==> config.mk <==
export PLATFORM = sky130hd
export DESIGN_NAME = pixel_coord_sequencer_flat
export DESIGN_NICKNAME = d
export VERILOG_FILES = /design/src/rtl/pixel_coord_sequencer_pkg.sv /design/src/rtl/pixel_coord_sequencer_if.sv /design/src/rtl/pixel_coord_sequencer_coord_divider.sv /design/src/rtl/pixel_coord_sequencer.sv /design/src/flat_wrapper.sv
export SDC_FILE = /design/constraint.sdc
export NUM_CORES = 1
export LEC_CHECK = 0
export CAP_MARGIN = 40
export CORE_ASPECT_RATIO = 1.4
export CORE_MARGIN = 8
export CORE_UTILIZATION = 55
export CTS_CLUSTER_SIZE = 30
export DETAILED_ROUTE_END_ITERATION = 6
export GPL_TIMING_DRIVEN = 0
export PLACE_DENSITY = 0.79
export REMOVE_ABC_BUFFERS = 1
export SLEW_MARGIN = 5
export SYNTH_ARGS = -nofsm -noshare
export SYNTH_HDL_FRONTEND = slang
export SYNTH_HIERARCHICAL = 1
export SYNTH_SLANG_ARGS = --single-unit
==> constraint.sdc <==
create_clock -name clock_i -period 7.18 [get_ports clock_i]
set_input_delay 1.436 -clock clock_i [delete_from_list [all_inputs] [get_ports clock_i]]
set_output_delay 1.436 -clock clock_i [all_outputs]
set_load 0.005 [all_outputs]
==> src/rtl/pixel_coord_sequencer_pkg.sv <==
// -----------------------------------------------------------------------------
// pixel_coord_sequencer_pkg
//   Shared constants, types and small helpers for the 96x64 OLED pixel
//   coordinate sequencer. No ports.
// -----------------------------------------------------------------------------
package pixel_coord_sequencer_pkg;

  localparam int unsigned WIDTH      = 96;
  localparam int unsigned HEIGHT     = 64;
  localparam int unsigned NUM_PIXELS = 6144;
  localparam int unsigned IDX_W      = 13;
  localparam int unsigned X_W        = 7;
  localparam int unsigned Y_W        = 6;

  typedef enum logic [0:0] {
    ST_TRACK  = 1'b0,
    ST_RESYNC = 1'b1
  } state_e;

  typedef struct packed {
    logic [X_W-1:0] x;
    logic [Y_W-1:0] y;
  } coord_t;

  // Linear index that follows idx in raster order, wrapping at the last pixel.
  function automatic logic [IDX_W-1:0] next_index(input logic [IDX_W-1:0] idx);
    logic [IDX_W-1:0] r;
    if (idx == IDX_W'(NUM_PIXELS - 1)) begin
      r = '0;
    end else begin
      r = idx + IDX_W'(1);
    end
    return r;
  endfunction

  // Coordinate that follows c in raster order, wrapping at the bottom-right pixel.
  function automatic coord_t next_coord(input coord_t c);
    coord_t r;
    if (c.x == X_W'(WIDTH - 1)) begin
      r.x = '0;
      if (c.y == Y_W'(HEIGHT - 1)) begin
        r.y = '0;
      end else begin
        r.y = c.y + Y_W'(1);
      end
    end else begin
      r.x = c.x + X_W'(1);
      r.y = c.y;
    end
    return r;
  endfunction

  // True when idx addresses a real pixel.
  function automatic logic idx_legal(input logic [IDX_W-1:0] idx);
    return (idx < IDX_W'(NUM_PIXELS));
  endfunction

endpackage

==> src/rtl/pixel_coord_sequencer_if.sv <==
// -----------------------------------------------------------------------------
// pixel_coord_sequencer_if
//   Bundles the OLED driver's index strobe with the coordinate results.
//   master : OLED driver side (drives sample/pixel_index, reads results)
//   slave  : sequencer side (reads sample/pixel_index, drives results)
//   Signals: sample, pixel_index[IDX_W], x[X_W], y[Y_W], coord_valid,
//            frame_start, busy, idx_err.
// -----------------------------------------------------------------------------
interface pixel_coord_sequencer_if;
  import pixel_coord_sequencer_pkg::*;

  logic             sample;
  logic [IDX_W-1:0] pixel_index;
  logic [X_W-1:0]   x;
  logic [Y_W-1:0]   y;
  logic             coord_valid;
  logic             frame_start;
  logic             busy;
  logic             idx_err;

  modport master (
    output sample, pixel_index,
    input  x, y, coord_valid, frame_start, busy, idx_err
  );

  modport slave (
    input  sample, pixel_index,
    output x, y, coord_valid, frame_start, busy, idx_err
  );

endinterface

==> src/rtl/pixel_coord_sequencer_coord_divider.sv <==
// -----------------------------------------------------------------------------
// coord_divider
//   Iterative divide-by-WIDTH: one subtraction per clock.
//   clock_i  : clock
//   reset_i  : synchronous active-high reset (aborts a running division)
//   start_i  : load index_i and begin dividing
//   index_i  : dividend (legal pixel index)
//   done_o   : remainder is below WIDTH; rem_o/quot_o are final this cycle
//   rem_o    : remainder (column), only meaningful with done_o
//   quot_o   : quotient (row), only meaningful with done_o
// -----------------------------------------------------------------------------
module coord_divider
  import pixel_coord_sequencer_pkg::*;
(
  input  logic             clock_i,
  input  logic             reset_i,
  input  logic             start_i,
  input  logic [IDX_W-1:0] index_i,
  output logic             done_o,
  output logic [X_W-1:0]   rem_o,
  output logic [Y_W-1:0]   quot_o
);

  logic             active_q, active_d;
  logic [IDX_W-1:0] rem_q, rem_d;
  logic [Y_W-1:0]   quot_q, quot_d;
  logic             rem_small_s;

  assign rem_small_s = (rem_q < IDX_W'(WIDTH));
  assign done_o      = active_q && rem_small_s;
  // Once done, the remainder is below WIDTH and fits the column width.
  assign rem_o       = rem_q[X_W-1:0];
  assign quot_o      = quot_q;

  // Division state registers.
  always_ff @(posedge clock_i) begin
    if (reset_i) begin
      active_q <= 1'b0;
      rem_q    <= '0;
      quot_q   <= '0;
    end else begin
      active_q <= active_d;
      rem_q    <= rem_d;
      quot_q   <= quot_d;
    end
  end

  // Load on start, subtract while remainder >= WIDTH, go idle after reporting.
  always_comb begin
    active_d = active_q;
    rem_d    = rem_q;
    quot_d   = quot_q;
    if (start_i) begin
      active_d = 1'b1;
      rem_d    = index_i;
      quot_d   = '0;
    end else if (active_q) begin
      if (!rem_small_s) begin
        rem_d  = rem_q - IDX_W'(WIDTH);
        quot_d = quot_q + Y_W'(1);
      end else begin
        active_d = 1'b0;
      end
    end else begin
      active_d = 1'b0;
    end
  end

endmodule

==> src/rtl/pixel_coord_sequencer.sv <==
// -----------------------------------------------------------------------------
// pixel_coord_sequencer
//   Converts the OLED driver's linear pixel_index stream into registered (x, y)
//   coordinates. In-order indices take a one-cycle incremental path; any other
//   legal index is resolved by the iterative coord_divider.
//   clock_i : clock, all logic on posedge
//   reset_i : synchronous active-high reset
//   pix_if  : slave side of pixel_coord_sequencer_if
//             (sample, pixel_index in; x, y, coord_valid, frame_start, busy,
//              idx_err out, all registered)
// -----------------------------------------------------------------------------
module pixel_coord_sequencer
  import pixel_coord_sequencer_pkg::*;
(
  input  logic                     clock_i,
  input  logic                     reset_i,
  pixel_coord_sequencer_if.slave   pix_if
);

  state_e           state_q, state_d;
  logic [X_W-1:0]   x_q, x_d;
  logic [Y_W-1:0]   y_q, y_d;
  logic             cv_q, cv_d;
  logic             fs_q, fs_d;
  logic             busy_q, busy_d;
  logic             err_q, err_d;
  logic [IDX_W-1:0] exp_idx_q, exp_idx_d;
  // Coordinate of exp_idx_q, kept alongside so the fast path needs no divide.
  coord_t           exp_c_q, exp_c_d;
  logic             pend_q, pend_d;
  logic [IDX_W-1:0] pend_idx_q, pend_idx_d;
  logic [IDX_W-1:0] rs_idx_q, rs_idx_d;

  logic             div_start_s;
  logic [IDX_W-1:0] div_index_s;
  logic             div_done_s;
  logic [X_W-1:0]   div_rem_s;
  logic [Y_W-1:0]   div_quot_s;
  logic             cand_valid_s;
  logic [IDX_W-1:0] cand_idx_s;
  logic             live_legal_s;
  coord_t           done_c_s;

  coord_divider u_div (
    .clock_i (clock_i),
    .reset_i (reset_i),
    .start_i (div_start_s),
    .index_i (div_index_s),
    .done_o  (div_done_s),
    .rem_o   (div_rem_s),
    .quot_o  (div_quot_s)
  );

  assign live_legal_s = idx_legal(pix_if.pixel_index);
  assign done_c_s     = '{x: div_rem_s, y: div_quot_s};

  assign pix_if.x           = x_q;
  assign pix_if.y           = y_q;
  assign pix_if.coord_valid = cv_q;
  assign pix_if.frame_start = fs_q;
  assign pix_if.busy        = busy_q;
  assign pix_if.idx_err     = err_q;

  // State, output and bookkeeping registers.
  always_ff @(posedge clock_i) begin
    if (reset_i) begin
      state_q    <= ST_TRACK;
      x_q        <= '0;
      y_q        <= '0;
      cv_q       <= 1'b0;
      fs_q       <= 1'b0;
      busy_q     <= 1'b0;
      err_q      <= 1'b0;
      exp_idx_q  <= '0;
      exp_c_q    <= '0;
      pend_q     <= 1'b0;
      pend_idx_q <= '0;
      rs_idx_q   <= '0;
    end else begin
      state_q    <= state_d;
      x_q        <= x_d;
      y_q        <= y_d;
      cv_q       <= cv_d;
      fs_q       <= fs_d;
      busy_q     <= busy_d;
      err_q      <= err_d;
      exp_idx_q  <= exp_idx_d;
      exp_c_q    <= exp_c_d;
      pend_q     <= pend_d;
      pend_idx_q <= pend_idx_d;
      rs_idx_q   <= rs_idx_d;
    end
  end

  // Next-state logic: fast path, resync launch/completion and pending capture.
  always_comb begin
    state_d      = state_q;
    x_d          = x_q;
    y_d          = y_q;
    cv_d         = 1'b0;
    err_d        = 1'b0;
    busy_d       = busy_q;
    exp_idx_d    = exp_idx_q;
    exp_c_d      = exp_c_q;
    pend_d       = pend_q;
    pend_idx_d   = pend_idx_q;
    rs_idx_d     = rs_idx_q;
    div_start_s  = 1'b0;
    div_index_s  = rs_idx_q;
    cand_valid_s = 1'b0;
    cand_idx_s   = pix_if.pixel_index;

    case (state_q)
      ST_TRACK: begin
        // A left-over pending index is served before the live strobe; a live
        // strobe in the same cycle then becomes the new pending entry.
        if (pend_q) begin
          cand_valid_s = 1'b1;
          cand_idx_s   = pend_idx_q;
          pend_d       = 1'b0;
          if (pix_if.sample) begin
            if (live_legal_s) begin
              pend_d     = 1'b1;
              pend_idx_d = pix_if.pixel_index;
            end else begin
              err_d = 1'b1;
            end
          end else begin
            pend_d = 1'b0;
          end
        end else if (pix_if.sample) begin
          if (live_legal_s) begin
            cand_valid_s = 1'b1;
          end else begin
            err_d = 1'b1;
          end
        end else begin
          cand_valid_s = 1'b0;
        end

        if (cand_valid_s) begin
          if (cand_idx_s == exp_idx_q) begin
            x_d       = exp_c_q.x;
            y_d       = exp_c_q.y;
            cv_d      = 1'b1;
            exp_idx_d = next_index(cand_idx_s);
            exp_c_d   = next_coord(exp_c_q);
          end else begin
            div_start_s = 1'b1;
            div_index_s = cand_idx_s;
            rs_idx_d    = cand_idx_s;
            busy_d      = 1'b1;
            state_d     = ST_RESYNC;
          end
        end else begin
          state_d = ST_TRACK;
        end
      end

      ST_RESYNC: begin
        // Newest legal strobe wins the one-deep pending slot.
        if (pix_if.sample) begin
          if (live_legal_s) begin
            pend_d     = 1'b1;
            pend_idx_d = pix_if.pixel_index;
          end else begin
            err_d = 1'b1;
          end
        end else begin
          pend_d = pend_q;
        end

        if (div_done_s) begin
          x_d       = div_rem_s;
          y_d       = div_quot_s;
          cv_d      = 1'b1;
          exp_idx_d = next_index(rs_idx_q);
          exp_c_d   = next_coord(done_c_s);
          busy_d    = 1'b0;
          state_d   = ST_TRACK;
        end else begin
          state_d = ST_RESYNC;
        end
      end

      default: begin
        state_d = ST_TRACK;
        busy_d  = 1'b0;
        pend_d  = 1'b0;
      end
    endcase

    fs_d = cv_d && (x_d == '0) && (y_d == '0);
  end

endmodule

==> src/flat_wrapper.sv <==
// flat-port wrapper written by rule: the top's interface ports become plain ports
module pixel_coord_sequencer_flat import pixel_coord_sequencer_pkg::*;
  (clock_i, reset_i, pix_if_sample, pix_if_pixel_index, pix_if_x, pix_if_y, pix_if_coord_valid, pix_if_frame_start, pix_if_busy, pix_if_idx_err);
  pixel_coord_sequencer_if pix_if_i ();
  input  logic clock_i;
  input  logic reset_i;
  input wire logic [$bits(pix_if_i.sample)-1:0] pix_if_sample;
  input wire logic [$bits(pix_if_i.pixel_index)-1:0] pix_if_pixel_index;
  output wire logic [$bits(pix_if_i.x)-1:0] pix_if_x;
  output wire logic [$bits(pix_if_i.y)-1:0] pix_if_y;
  output wire logic [$bits(pix_if_i.coord_valid)-1:0] pix_if_coord_valid;
  output wire logic [$bits(pix_if_i.frame_start)-1:0] pix_if_frame_start;
  output wire logic [$bits(pix_if_i.busy)-1:0] pix_if_busy;
  output wire logic [$bits(pix_if_i.idx_err)-1:0] pix_if_idx_err;
  assign pix_if_i.sample = pix_if_sample;
  assign pix_if_i.pixel_index = pix_if_pixel_index;
  assign pix_if_x = pix_if_i.x;
  assign pix_if_y = pix_if_i.y;
  assign pix_if_coord_valid = pix_if_i.coord_valid;
  assign pix_if_frame_start = pix_if_i.frame_start;
  assign pix_if_busy = pix_if_i.busy;
  assign pix_if_idx_err = pix_if_i.idx_err;
  pixel_coord_sequencer u_core (.clock_i(clock_i), .reset_i(reset_i), .pix_if(pix_if_i));
endmodule
# Word-level counts from Yosys, hierarchy flattened
# Cells that the tools add are included.
dict set report word_totals {
  wordCells 117
  register_bits 91
  inputBits 16
}
dict set report classes {
  muxes 59
  n_addsub 7
  n_lt_le_gt_ge 2
  reduce_logical 14
  n_bitwise 3
  eq_ne 16
}
# cell count
set op_table {}
lappend op_table {{13-bit two-way mux} 21}
lappend op_table {{13-bit one-hot mux with 2 select lines} 3}
lappend op_table {{6-bit two-way mux} 5}
lappend op_table {{13-bit by 1-bit adder with 13-bit output, second input constant} 2}
lappend op_table {{13-bit == test, second input constant} 2}
lappend op_table {{1-bit two-way mux} 21}
lappend op_table {{7-bit two-way mux} 3}
lappend op_table {{7-bit by 1-bit adder with 7-bit output, second input constant} 2}
lappend op_table {{7-bit == test, second input constant} 2}
lappend op_table {{7-bit one-hot mux with 2 select lines} 1}
lappend op_table {{13-bit == test} 1}
lappend op_table {{13-bit < comparator, second input constant} 1}
lappend op_table {{13-bit by 7-bit < comparator with 1-bit output, second input constant} 1}
lappend op_table {{13-bit by 7-bit subtractor with 13-bit output, second input constant} 1}
lappend op_table {{6-bit by 1-bit adder with 6-bit output, second input constant} 2}
lappend op_table {{6-bit == test, second input constant} 2}
lappend op_table {{6-bit one-hot mux with 2 select lines} 1}
lappend op_table {{2-bit by 1-bit != test with 1-bit output, second input constant} 5}
lappend op_table {{2-bit != test, second input constant} 4}
lappend op_table {{1-bit one-hot mux with 2 select lines} 4}
lappend op_table {{7-bit logical NOT} 1}
lappend op_table {{6-bit logical NOT} 1}
lappend op_table {{2-bit AND reduction} 3}
lappend op_table {{3-bit AND reduction} 2}
lappend op_table {{5 further kinds} 10}

# Depth between registers and ports, before layout
dict set report logic_depth {
  depth_word 10
  depth_mapped 14
  depth_no_buf 10
}

# Cells and area by module
# The synthesis kept the hierarchy.
# module n_inst cells_per_inst area_per_inst_um2 seq_area_each_um2
set by_module_without_submodules {}
lappend by_module_without_submodules {pixel_coord_sequencer 1 519 4284.1 1421.4}
lappend by_module_without_submodules {coord_divider 1 113 988.4 400.4}

# Least setup slack after synthesis
# Ideal clock, no wire load.
dict set report synth_timing {
  kind {input to register}
  startpoint {in pix_if_pixel_index[3]}
  endpoint {reg u_core.u_div.rem_q[12]}
  t_required_ns 7.094
  setup_ns 0.086
  cell_stages 12
  arrival_ns 3.494
  setup_slack_ns 3.601
  path_cell_list {mux2i_2 xnor2_1 nor4_4 nand4_1 nand2_1 buf_2 inv_1 clkbuf_1 inv_1 buf_2 nor2_1 a211oi_1}
}
dict set report synth_between {
  elab_chain_len 9
  elab_cells_between_ends 18
  classes_between {order compare (1); eq/ne (2); mux (13); reduce/logical (2)}
}
# element line
set synth_lines {}
lappend synth_lines {{from (decl)} flat_wrapper.sv:8} ;# input wire logic [$bits(pix_if_i.pixel_index)-1:0] pix_if_pixel_index;
lappend synth_lines {{13-bit < comparator} pixel_coord_sequencer_pkg.sv:55} ;# return (idx < IDX_W'(NUM_PIXELS));
lappend synth_lines {{1-bit two-way mux} pixel_coord_sequencer.sv:132} ;# if (live_legal_s) begin
lappend synth_lines {{1-bit two-way mux} pixel_coord_sequencer.sv:131} ;# end else if (pix_if.sample) begin
lappend synth_lines {{1-bit two-way mux} pixel_coord_sequencer.sv:117} ;# if (pend_q) begin
lappend synth_lines {{1-bit two-way mux} pixel_coord_sequencer.sv:113} ;# case (state_q)
lappend synth_lines {{1-bit two-way mux *} pixel_coord_sequencer.sv:141} ;# if (cand_valid_s) begin
lappend synth_lines {{1-bit two-way mux *} pixel_coord_sequencer.sv:113}
lappend synth_lines {{via u_core.div_start_s} pixel_coord_sequencer.sv:34} ;# logic div_start_s;
lappend synth_lines {{2-bit by 1-bit != test with 1-bit output (no line) / 2-bit nonzero test (equally long branches)} -}
lappend synth_lines {{2-bit AND reduction (no line)} -}
lappend synth_lines {{to (signal assigned)} pixel_coord_sequencer_coord_divider.sv:43} ;# rem_q <= rem_d;
lappend synth_lines {{to (decl)} pixel_coord_sequencer_coord_divider.sv:25} ;# logic [IDX_W-1:0] rem_q, rem_d;
# Mark *: on every way through the listed nets, which the timed path passes. The rest lies on a longest branch. The select of a mux whose other input is x is not followed.
# A chain may end at the register's enable or synchronous reset.

# Final worst setup path
dict set report layout_timing {
  startpoint {in pix_if_pixel_index[2]}
  endpoint {reg u_core.u_div.rem_q[9]}
}
# Same word-level chain as after synthesis.

==> key figures <==
Run status
  • Status: finished, final reports clean

Die
  • Placeable Area: 9410 um^2
  • Row Count: 42
  • Die area: 13000 um^2
  • Chip height: 132 um
  • Die X: 98.8 um
  • # IOs: 33
  • Starting density of the core: 56.1%

Synthesis
  • Post-synthesis compound-gate area fraction: 15.9%
  • Synth Area in Adders: 1.90%
  • Share of Yosys cell area claimed by the top area cell type: 34.6%
  • Post-Synth Simple-Gate Area: 27.9%
  • Sequential-to-total area share from yosys stat: 34.6%
  • Multiplexer area fraction after synthesis: 6.76%
  • Synth cell types: 64
  • Synthesized flop and latch total: 91
  • Yosys warns: 6
  • Most common flop cell mapped by yosys: dfxtp_1
  • Synth area leader: dfxtp_1
  • Syn Std Cell Area: 5270 um^2
  • Async set-or-reset flop fraction in the synthesized netlist: 0%
  • Largest family of logic cells by synthesized area: simple AND/OR/NAND/NOR gates
  • Top post-synthesis cells by area: dfxtp_1 (35%), nand2_1 (5.4%), xnor2_1 (4.8%)
  • Synth Area in XOR/XNOR: 7.97%
  • Post-Syn Instances: 632
  • Syn_area_per_cell: 8.34 um^2
  • Post-synth EDFFs: 0

Critical path
  • Worst path most repeated cell: inv_1
  • Worst R2R Path Depth: 9
  • Slowest cell on the critical path: nand2_1
  • Critical-path cell list: clkdlybuf4s50_1, mux2i_2, xnor2_1, nor4_4, nand4_1, nand2_1, inv_1, inv_1, nor2_1, a311oi_1
  • Critical Path Sink Type: register
  • CP Class: input pin to register
  • Reg-to-reg slack, setup: 3.36 ns
  • CP peak stage delay: 0.57 ns
  • Worst Path Max Fanout: 28
  • Critical path startpoint category: input pin
  • CP arrival: 4.66 ns
  • Critical Path RT: 7.43 ns

Global routing
  • Total global routing overflow: 0
  • Largest net degree at the start of global routing: 86
  • First-pass GRT wire length: 21300 um
  • Gr usage total: 19.9%
  • Initial antenna violation count: 0
  • Vias in the first global route: 4477

Timing
  • Max-slew violations: 0
  • Max-slew headroom: 40.3%
  • Hold WS: 0.467 ns
  • Fin crit period: 4.41 ns
  • Peak Freq: 0.227 GHz
  • Sum Neg Setup Slack: 0 ns
  • RSZ-0062 raised after global routing: no
  • Final period utilization: 61.4%
  • Setup Skew: 0.00637 ns
  • Final setup vio count: 0
  • Final count of hold timing violations: 0
  • Worst-margin pin slew: 0.886 ns

Worst hold path
  • Worst hold path type: register to register
  • Hold Crit Depth: 2

CTS
  • Post-CTS resize count: 0
  • Cts hold-fix bufs: 0
  • H-tree level count: 3
  • Setup Fix Bufs, Post-CTS: 0
  • Clock buffer depth: 2
  • Root buffer cell: clkbuf_16
  • Num CTS Buffers: 9
  • Sink Count: 91
  • Clock-pin slew on the worst setup and hold paths: 0.06 ns
  • CTS tree: done
  • Worst-Skew Late Latency: 0.34 ns

Cells and area
  • Design area: 5850 um^2
  • Commonest non-fill, non-tap cells in the layout: dfxtp_1 (89), nand2_1 (76), nor2_1 (60)
  • Number of antenna repair diodes: 0
  • Most common cell after layout, fill and taps aside: dfxtp_1
  • Layout cell share with drive strength beyond 1: 8.11%
  • Fin nets: 661
  • Filler cell count: 814
  • Synthesis-to-finish area growth: 11.0%
  • Finished Layout Cells: 751

Run
  • Total of max-cap violations: 0

Place
  • Placer Congestion: 0.882
  • Placed Area: 5530 um^2
  • Port buffer count: 32
  • Dpl cells: 736
  • Detailed placement HPWL: 8790 um

Pwr
  • Static Leak: 0.00203 uW
  • Pwr per Cell Area: 218 nW/um^2
  • Worst VDD drop: 130 uV

Routing
  • Routed WL: 12900 um
  • ANT nets after route: 0
  • DR iter-0 viols: 320
  • Vias/cell: 6.09
  • DRC: 0
  • Via count: 4571
  • DR pass1 iterations: 5
  • Routed length per instance: 17.2 um
## worst max-delay path, delay by kind of cell
kind,cells,cell delay [ns]
AND/OR/NAND/NOR,4,1.10
XOR/XNOR,1,0.20
multiplexers,1,0.35
buffers and inverters,3,1.33
AO/OA/AOI/OAI,1,0.23
## layer usage
layer | wire length (um) | GRT usage (%)
met1 | 5230 | 20.6
met2 | 6760 | 35.5
met5 | 0 | 0
met4 | 345 | 12.0
met3 | 606 | 4.28
## layout make-up
cell class / count / area (um^2) / share of cell area, %
Multi-Input combinational cell: 490 / 3190 / 54.5
Sequential cell: 91 / 1820 / 31.2
Timing Repair Buffer: 35 / 348 / 5.94
Clock buffer: 11 / 243 / 4.15
Tap cell: 110 / 138 / 2.35
Clock inverter: 4 / 75.1 / 1.28
Inverter: 10 / 37.5 / 0.641
## path summary, 6_finish.rpt
check                        start               endpoint
max reg2reg          u_core/pend_q  u_core/u_div/rem_q[9]
min reg2reg    u_core/exp_idx_q[4]    u_core/exp_idx_q[4]
max          pix_if_pixel_index[2]  u_core/u_div/rem_q[9]
min            u_core/exp_idx_q[4]    u_core/exp_idx_q[4]
## kinds of logic (layout without fill, tap and decap cells)
logic type | Yosys count | in the layout
AOI/OAI and AO/OA | 130 | 130
adders and majority gates | 8 | 8
muxes | 25 | 25
DFF | 91 | 91
xor gates and xnor gates | 48 | 48
buffers and inverters | 51 | 60
and+or+nand+nor | 279 | 279
## per-stage QoR
step / utilization [%] / setup WS, ns / power [uW]
after floorplan: - / 2.98 / 709
after global placement: 58.5 / 1.20 / 768
after detailed placement: 58.8 / 2.44 / 774
after CTS: 62.2 / 2.79 / 1280
after global routing: 62.2 / 2.43 / 1330
final: 62.2 / 2.77 / 1280
## flip-flops by register name (all words and copies together), names as in the netlist, 6 cells and up
signal and cells:
u_core/u_div/rem_q 13, u_core/pix_if.y 6, u_core/exp_c_q 13, u_core/u_div/quot_o 6, u_core/exp_idx_q 13, u_core/pix_if.x 7, u_core/pend_idx_q 13, u_core/rs_idx_q 13
## cells in the mapped netlist (4+ instances only)
library cell   n
nor3b_1        7
xor2_1        19
ha_1           8
nand2b_1       4
or3b_2         8
mux2i_2        5
dfxtp_1       91
a22oi_1       15
buf_4          8
xnor2_1       29
buf_2          5
nand4_1        8
clkbuf_1      22
and3_1         9
o21ai_0       32
a21oi_1       37
nor2_1        60
a211oi_1       9
nor3_1        15
mux2i_4        7
nor2b_1       27
or3b_1         6
nor4_1         4
mux2i_1       13
inv_1         10
o211ai_1       6
a221oi_1       8
nand2_1       76
nand3_1       33
## where the power goes
part / switching [uW] / internal [uW]
Clock: 198 / 313
Sequential: 42.9 / 530
Combinational: 114 / 79.9
(Power assumes the default switching activity.)
